`src/rtl/retire_trace_buffer.sv`:
```
// Purpose: captures retired-instruction records in a FIFO for a trace consumer, and detects the
//          end-of-program syscall (instr 0xC with $v0 = 10) so it can drain the buffer and then halt.
// Latency: a push into an empty buffer shows on trace_* one cycle later (first-word-fall-through).
// Backpressure: trace_valid/trace_ready handshake on the output. The retire side cannot be stalled,
//               so a retire into a full buffer with no pop is dropped and sets sticky overflow.
// Ports:
//   clk, reset (synchronous, active high)
//   ret_valid, ret_pc, ret_instr, ret_wr_en, ret_wr_reg, ret_wr_data : retiring instruction record
//   v0_val : register $2 contents before this cycle's write; used for exit-syscall detection
//   trace_valid, trace_ready, trace_pc, trace_instr, trace_wr_en, trace_wr_reg, trace_wr_data : head record
//   level : current occupancy (0..DEPTH)
//   retired : count of accepted records (wraps)
//   overflow : sticky, a record was dropped
//   halt : exit syscall retired and the buffer has fully drained

// Purpose: generic single-clock FIFO; storage is not reset, pointers and count are.
// Latency: head_dat reflects a push into an empty FIFO one cycle after the push edge.
// Backpressure: none inside; the caller must not push when full unless it also pops.
module rtb_fifo #(
   parameter int WIDTH = 8,
   parameter int DEPTH = 8
) (
   input  logic                       clk,
   input  logic                       reset,
   input  logic                       push,
   input  logic [WIDTH-1:0]           push_dat,
   input  logic                       pop,
   output logic [WIDTH-1:0]           head_dat,
   output logic [$clog2(DEPTH):0]     level
);
   localparam int AW = $clog2(DEPTH);

   logic [WIDTH-1:0] mem [DEPTH];
   logic [AW-1:0]    wr_ptr;
   logic [AW-1:0]    rd_ptr;
   logic [AW:0]      count;

   // DEPTH is a power of two, so pointers wrap naturally at AW bits.
   always_ff @(posedge clk) begin
      if (reset) begin
         wr_ptr <= '0;
         rd_ptr <= '0;
         count  <= '0;
      end else begin
         if (push) wr_ptr <= wr_ptr + 1'b1;
         if (pop)  rd_ptr <= rd_ptr + 1'b1;
         case ({push, pop})
            2'b10:   count <= count + 1'b1;
            2'b01:   count <= count - 1'b1;
            default: count <= count;
         endcase
      end
   end

   // When full with push+pop, wr_ptr == rd_ptr: the old head is read out on this edge
   // and the slot is refilled, so the head never changes under a stalled consumer.
   always_ff @(posedge clk) begin
      if (push && !reset) mem[wr_ptr] <= push_dat;
   end

   assign head_dat = mem[rd_ptr];
   assign level    = count;
endmodule

module retire_trace_buffer #(
   parameter int DEPTH = 8
) (
   input  logic                   clk,
   input  logic                   reset,
   input  logic                   ret_valid,
   input  logic [31:0]            ret_pc,
   input  logic [31:0]            ret_instr,
   input  logic                   ret_wr_en,
   input  logic [4:0]             ret_wr_reg,
   input  logic [31:0]            ret_wr_data,
   input  logic [31:0]            v0_val,
   output logic                   trace_valid,
   input  logic                   trace_ready,
   output logic [31:0]            trace_pc,
   output logic [31:0]            trace_instr,
   output logic                   trace_wr_en,
   output logic [4:0]             trace_wr_reg,
   output logic [31:0]            trace_wr_data,
   output logic [$clog2(DEPTH):0] level,
   output logic [31:0]            retired,
   output logic                   overflow,
   output logic                   halt
);
   localparam int LW = $clog2(DEPTH) + 1;

   typedef struct packed {
      logic [31:0] pc;
      logic [31:0] instr;
      logic        wr_en;
      logic [4:0]  wr_reg;
      logic [31:0] wr_data;
   } rec_t;

   typedef enum logic [1:0] {
      RUN    = 2'd0,
      DRAIN  = 2'd1,
      HALTED = 2'd2
   } state_t;

   state_t state;
   state_t state_nxt;

   rec_t   in_rec;
   rec_t   head_rec;
   logic   full;
   logic   ret_ok;
   logic   push;
   logic   pop;
   logic   drop;
   logic   is_exit;

   assign in_rec = '{pc:      ret_pc,
                     instr:   ret_instr,
                     wr_en:   ret_wr_en,
                     wr_reg:  ret_wr_reg,
                     wr_data: ret_wr_data};

   assign full        = (level == LW'(DEPTH));
   assign trace_valid = (level != '0);

   // Reset wins over everything: no pop reported and no retire accepted in a reset cycle.
   assign pop     = trace_valid & trace_ready & ~reset;
   assign ret_ok  = ret_valid & ~reset & (state == RUN);
   assign push    = ret_ok & (~full | pop);
   assign drop    = ret_ok & full & ~pop;
   assign is_exit = (ret_instr == 32'h0000_000C) && (v0_val == 32'h0000_000A);

   rtb_fifo #(
      .WIDTH ($bits(rec_t)),
      .DEPTH (DEPTH)
   ) u_fifo (
      .clk      (clk),
      .reset    (reset),
      .push     (push),
      .push_dat (in_rec),
      .pop      (pop),
      .head_dat (head_rec),
      .level    (level)
   );

   assign trace_pc      = head_rec.pc;
   assign trace_instr   = head_rec.instr;
   assign trace_wr_en   = trace_valid & head_rec.wr_en;
   assign trace_wr_reg  = head_rec.wr_reg;
   assign trace_wr_data = head_rec.wr_data;

   always_ff @(posedge clk) begin
      if (reset) state <= RUN;
      else       state <= state_nxt;
   end

   always_comb begin
      state_nxt = state;
      case (state)
         // Exit is taken even if the syscall record itself was dropped on a full buffer.
         RUN:     if (ret_ok && is_exit) state_nxt = DRAIN;
         // Halt on the edge where occupancy reaches zero (no pushes happen in DRAIN).
         DRAIN:   if ((level == '0) || ((level == LW'(1)) && pop)) state_nxt = HALTED;
         HALTED:  state_nxt = HALTED;
         default: state_nxt = RUN;
      endcase
   end

   always_ff @(posedge clk) begin
      if (reset) begin
         retired  <= '0;
         overflow <= 1'b0;
      end else begin
         if (push) retired  <= retired + 32'd1;
         if (drop) overflow <= 1'b1;
      end
   end

   assign halt = (state == HALTED);
endmodule

```
`config.mk`:
```
export PLATFORM = sky130hd
export DESIGN_NAME = retire_trace_buffer
export DESIGN_NICKNAME = d
export VERILOG_FILES = /design/src/rtl/retire_trace_buffer.sv
export SDC_FILE = /design/constraint.sdc
export NUM_CORES = 1
export LEC_CHECK = 0
export ABC_CLOCK_PERIOD_IN_PS = 22600
export BUFFER_PORTS_ARGS = -buffer_cell sky130_fd_sc_hd__buf_2
export CORE_MARGIN = 1.5
export CORE_UTILIZATION = 35
export DETAILED_ROUTE_END_ITERATION = 10
export PLACE_DENSITY = 0.57
export REMOVE_ABC_BUFFERS = 1
export SYNTH_ARGS = -nofsm -noshare
export SYNTH_HDL_FRONTEND = slang
export SYNTH_HIERARCHICAL = 1
export SYNTH_SLANG_ARGS = --single-unit
```
`constraint.sdc`:
```
create_clock -name clk -period 22.6 [get_ports clk]
set_clock_uncertainty 0.1 [all_clocks]
set_input_delay 6.78 -clock clk [delete_from_list [all_inputs] [get_ports clk]]
set_output_delay 6.78 -clock clk [all_outputs]
set_load 0.1 [all_outputs]
```
### Word level (Yosys, flattened, before mapping)

Memories as Yosys holds them, arrays and structs flattened. A register that Yosys moved wholly into a read port is not among the register bits.
Cells that the tools add are included.

* $add $sub $neg: 5
* $mul: 0
* divide/modulo/power cells: 0
* $lt $le $gt $ge: 0
* eq/ne operators: 10
* shifts and indexed selects: 0
* muxes and demuxes: 8
* bitwise logic cells: 12
* reduce and logical (&&, ||, !) cells: 11

Operators by type and width (number)
* $eq A32 B4 Y1 const B: 2
* $add A32 B1 Y32 const B: 1
* $and A1 B1 Y1: 8
* $pmux W4 S2: 1
* $add A3 B1 Y3 const B: 2
* $mux W3: 2
* $pmux W2 S3: 1
* $add A4 B1 Y4 const B: 1
* $eq A2 B1 Y1 const B: 2
* $eq A2 B2 Y1 const B: 2
* $eq A4 B1 Y1 const B: 1
* $eq A4 B4 Y1 const B: 1
* $logic_and A1 B1 Y1: 4
* $logic_not A4 Y1: 1
* $mux W2: 2
* $reduce_bool A4 Y1: 1
* $sub A4 B1 Y4 const B: 1
* $not A1 Y1: 3
* $logic_not A2 Y1: 1
* $mux W1: 2
* $ne A2 B1 Y1 const B: 1
* $ne A2 B2 Y1 const B: 1
* $reduce_and A2 Y1: 1
* $reduce_bool A2 Y1: 1
* 3 further kinds: 3

* register bits after elaboration: 45
* latch bits: 0
* bits in writable memories: 816
* ROM bits: 0
* input bits: 138
* output and inout bits: 141
* word-level logic and storage cells: 53
* memories kept: 1

Memory list
* u_fifo.mem: depth 8, width 102, rd ports 1, clocked after memory_dff 1, write ports 1, line 33 `logic [WIDTH-1:0] mem [DEPTH];`

### Longest topological paths before layout

* word-level depth: 8
* depth in mapped cells: 13

### Cells and area by module

The synthesis kept the hierarchy.

Modules (own cells, without submodules)
* rtb_fifo: times used 1, cells an instance 1249, area an instance 31430.1 um^2, sequential area each 24763.8 um^2
* retire_trace_buffer: times used 1, cells an instance 229, area an instance 1894.3 um^2, sequential area each 700.7 um^2

### Least setup slack after synthesis

No wires, ideal clock.

* kind: input to register
* start point: input port reset
* end point: memory u_fifo/mem[4][0] in the netlist's numbering (enable)
* library setup time: 0.813 ns
* arrival: 17.309 ns
* required time: 21.687 ns
* slack: 4.379 ns
* stages: 5
* buffers on the path: 1
* cell sequence: and3b_2 > o21a_1 > clkbuf_1 > nand2_1 > nor4_1

* word-level cells in the longest chain between the ends: 7

RTL lines
* start: declaration: line 69 `input logic reset,`
* $not A1 Y1 (*): line 127, 128
* $and A1 B1 Y1, on equally long branches: line 128, 127
* $and A1 B1 Y1 or $or A1 B1 Y1 (tied branches): line 128, 129
* $and A1 B1 Y1 (*): line 129 `assign push = ret_ok & (~full | pop);`
* named net push: line 112 `logic push;`
* $logic_and A1 B1 Y1 (*): line 58 `if (push && !reset) mem[wr_ptr] <= push_dat;`
* $mux W1 (*): line 58
* $mux W1 (implied by the code) (*): line 58
* end: declaration: line 33

The timed path passes the listed nets; every way through them passes the cells marked *.

==> results.tsv <==
stage	metric	value	unit
setup_path	kind of critical path	register to output pin	
sta	Fin. Hold Viols	0	
synthesis	YS warnings	6	
power_and_ir_drop	Internal Pwr Total	2.73	mW
routing	Antenna Nets Post-Route	0	
cells_and_area	Seq. cell area	25500	um2
power_and_ir_drop	sw frac	0.243	
clocking	Worst-path clk slew	60	ps
clocking	# H-tree levels	3	
synthesis	syn_area_per_cell	22.5	um2
global_route	vias in the first global route	17400	
synthesis	post-synthesis xor/xnor area fraction	0.00631	
setup_path	FF-to-FF End	u_fifo/mem[4][98]	
sta	pins over their slew limit	0	
clocking	CTS tree	done	
floorplanning	Ports	279	
clocking	total CTS buffers	95	
routing	DR pass1 iterations	4	
global_route	GR Overflow Total	0	
floorplanning	Initial Utilization	0.355	
power_and_ir_drop	PwrDens	92.0	nW/um2
routing	DRC violations left	0	
clocking	hold buffers post-CTS	0	
power_and_ir_drop	Sw Pwr	0.876	mW
flow_run	max cap viols	0	
placed_design	DP Wirelength	42300	um
clocking	clock network latency to the later pin of the worst-skew pair	660	ps
sta	Slew HR	0.282	
floorplanning	# rows	112	
cells_and_area	fin nets	1957	
synthesis	largest family of logic cells by synthesized area	multiplexers	
synthesis	EDFF count, synth	816	
sta	Setup WS post-layout	11490	ps
synthesis	async set or reset register ratio after synthesis	0	
placed_design	PortBufs	278	
global_route	Tot GR Track Use	0.155	
worst_hold_path	hold path depth	2	
global_route	met1 usage	0.204	
synthesis	post-synthesis compound-gate area fraction	0.00762	
synthesis	Top FF cell, synth	edfxtp_1	
setup_path	R2R depth	8	
clocking	Max clock buf depth	3	
global_route	pin count of the biggest net entering global routing	103	
global_route	GRT met2 Usage	0.253	
sta	Worst-Margin Slew	1070	ps
synthesis	fraction of synthesized area in multiplexers	0.179	
routing	DR WL/cell	23.8	um
global_route	initial antenna violation count	11	
synthesis	Yosys cell types	53	
power_and_ir_drop	clock share of power	0.414	
setup_path	Reg2Reg Launch Point	state[1]	
placed_design	dpl ws	11780	ps
routing	Via Count	15900	
sta	RSZ-0062 raised after global routing	false	
power_and_ir_drop	Reg power frac	0.492	
floorplanning	Die Y-Extent	312	um
setup_path	CP Launch Type	register	
sta	max frequency	90.0	MHz
setup_path	crit path DAT	4240	ps
setup_path	Setup crit end kind	output pin	
synthesis	Synth Area in Adders	0.00338	
cells_and_area	final core occ	0.417	
power_and_ir_drop	Comb pwr share	0.094	
setup_path	critical path peak fanout	66	
routing	routed vias/inst	5.06	
synthesis	synthesized netlist cell count	1478	
sta	final setup fails	0	
floorplanning	DIE WIDTH	312	um
cells_and_area	footprint of the multi-input gates	7420	um2
routing	final wirelength	74700	um
clocking	Sink Count	864	
outcome	status	completed	
synthesis	Simple-Gate Fraction of Synth Area	0.0250	
global_route	first-pass GRT wire length	112000	um
cells_and_area	Layout fillers	8199	
synthesis	sequential area share after synthesis	0.764	
sta	post-route minimum period	11120	ps
cells_and_area	Area growth, synth to finish	17.5	%
sta	Final Cycle Share	0.492	
setup_path	flop-to-flop setup slack	18520	ps
worst_hold_path	critical hold path startpoint	overflow	
worst_hold_path	Worst Hold Class	register to register	
synthesis	cell area after synthesis	33300	um2
clocking	PostCTS Resize Cnt	0	
floorplanning	full die area	97100	um2
cells_and_area	share of post-route cells with drive strength above 1	0.409	
power_and_ir_drop	Peak VDD IR	52.0	uV
sta	Fin Setup TNS	0	ps
synthesis	Yosys reg bits	864	
power_and_ir_drop	leakage power	12.4	nW
global_route	grt peak-use layer	met2	
setup_path	Worst EP required	15720	ps
routing	initial DRC count	910	
clocking	CTS Root Cell	clkbuf_16	
worst_hold_path	hold endpoint	overflow	
placed_design	GPL Wtd Cong	0.800	
global_route	global-route met3 utilization	0.0391	
clocking	number of post-CTS setup repair buffers	0	
floorplanning	area of the core	93900	um2
[routing by layer]
layer,vias to the layer above,wire (um)
li1,6877,-
met1,8484,32000
met2,426,36400
met3,112,4710
met4,10,1480
met5,-,62
[cell families (layout without fill, tap and decap cells)]
logic type      Yosys count  in the layout
other cells               0              3
flops                   864            864
xor+xnor                 24             24
fa+ha+maj                 9              9
mux                     311            311
compound gates           41             41
buf+inv                  81            490
simple gates            148            148
[layout by cell type, fill, tap and decap left out, types with 17 or more instances in the layout]
master	Yosys	layout
clkinv_2	0	18
nor4_1	20	18
nor2_1	38	32
clkinv_1	0	19
edfxtp_1	816	816
a21oi_1	17	17
mux2_2	61	61
mux2_4	42	42
buf_2	25	278
buf_4	0	23
dfxtp_1	48	45
mux4_2	204	204
nand2_1	18	18
clkbuf_16	0	97
[power by group through the flow]
| stage | clock [mW] | combinational [mW] | sequential [mW] |
|---|---|---|---|
| final | 1.49 | 0.337 | 1.77 |
| after global routing | 1.59 | 0.356 | 1.78 |
| after CTS | 1.54 | 0.344 | 1.77 |
| after detailed placement | 0 | 0.344 | 1.81 |
| after global placement | 0 | 0.340 | 1.81 |
| after floorplan | 0 | 0.265 | 1.83 |
[flip-flops by register name (all words and copies together), names as in the netlist, named ones only]
signal and count:
overflow 1, retired 32, state 2, u_fifo/level 4
u_fifo/mem 816, u_fifo/rd_ptr 3, u_fifo/wr_ptr 3
[synthesized netlist by cell type (13+ instances only)]
| cell | n | share of area |
|---|---|---|
| o21ai_0 | 13 | 0.0020 |
| mux2_4 | 42 | 0.019 |
| a21oi_1 | 17 | 0.0026 |
| nor4_1 | 20 | 0.0038 |
| xnor2_1 | 15 | 0.0039 |
| buf_6 | 18 | 0.0061 |
| edfxtp_1 | 816 | 0.74 |
| dfxtp_1 | 48 | 0.029 |
| or3_1 | 13 | 0.0024 |
| clkbuf_1 | 23 | 0.0026 |
| nor2_1 | 38 | 0.0043 |
| nand2_1 | 18 | 0.0020 |
| mux2_2 | 61 | 0.021 |
| mux4_2 | 204 | 0.14 |
| inv_1 | 13 | 0.0015 |
| buf_2 | 25 | 0.0038 |
[critical path: stages, from the launching register on]
cell	delay, ps
dfxtp_4	750
buf_4	840
buf_4	830
mux4_2	410
mux2_2	310
buf_2	300
[final cells by class]
class	count	share of cell area
sequential	864	0.650
clock buffer	112	0.0639
antenna	3	0.000192
clock inverter	62	0.0138
multi-input combinational	533	0.189
inverter	13	0.00125
tap	1254	0.0401
timing repair buffer	303	0.0410
[per-stage QoR]
stage / area, um2 / std cells / power, mW / hold WS (ps)
finish: 39200 / 3144 / 3.60 / 412
global route: 39200 / 3144 / 3.72 / 453
CTS: 39200 / 3141 / 3.66 / 420
detailed placement: 36100 / 2967 / 2.15 / 404
global placement: 36100 / 2967 / 2.15 / 392
floorplan: 32900 / 1410 / 2.10 / 385
[worst max path at each step]
stage | slack (ps) | cells past startpoint | end | startpoint
3_3_place_gp | 11890 | 8 | u_fifo/mem[4][8] | reset
4_1_cts | 11340 | 5 | trace_pc[30] | register
6_report | 11490 | 5 | trace_pc[30] | register
3_5_place_dp | 11780 | 8 | u_fifo/mem[4][8] | reset
2_1_floorplan | 4510 | 4 | u_fifo/mem[0][0] | reset
5_1_grt | 11240 | 5 | trace_pc[30] | register
Power figures use the tool's default switching activity.
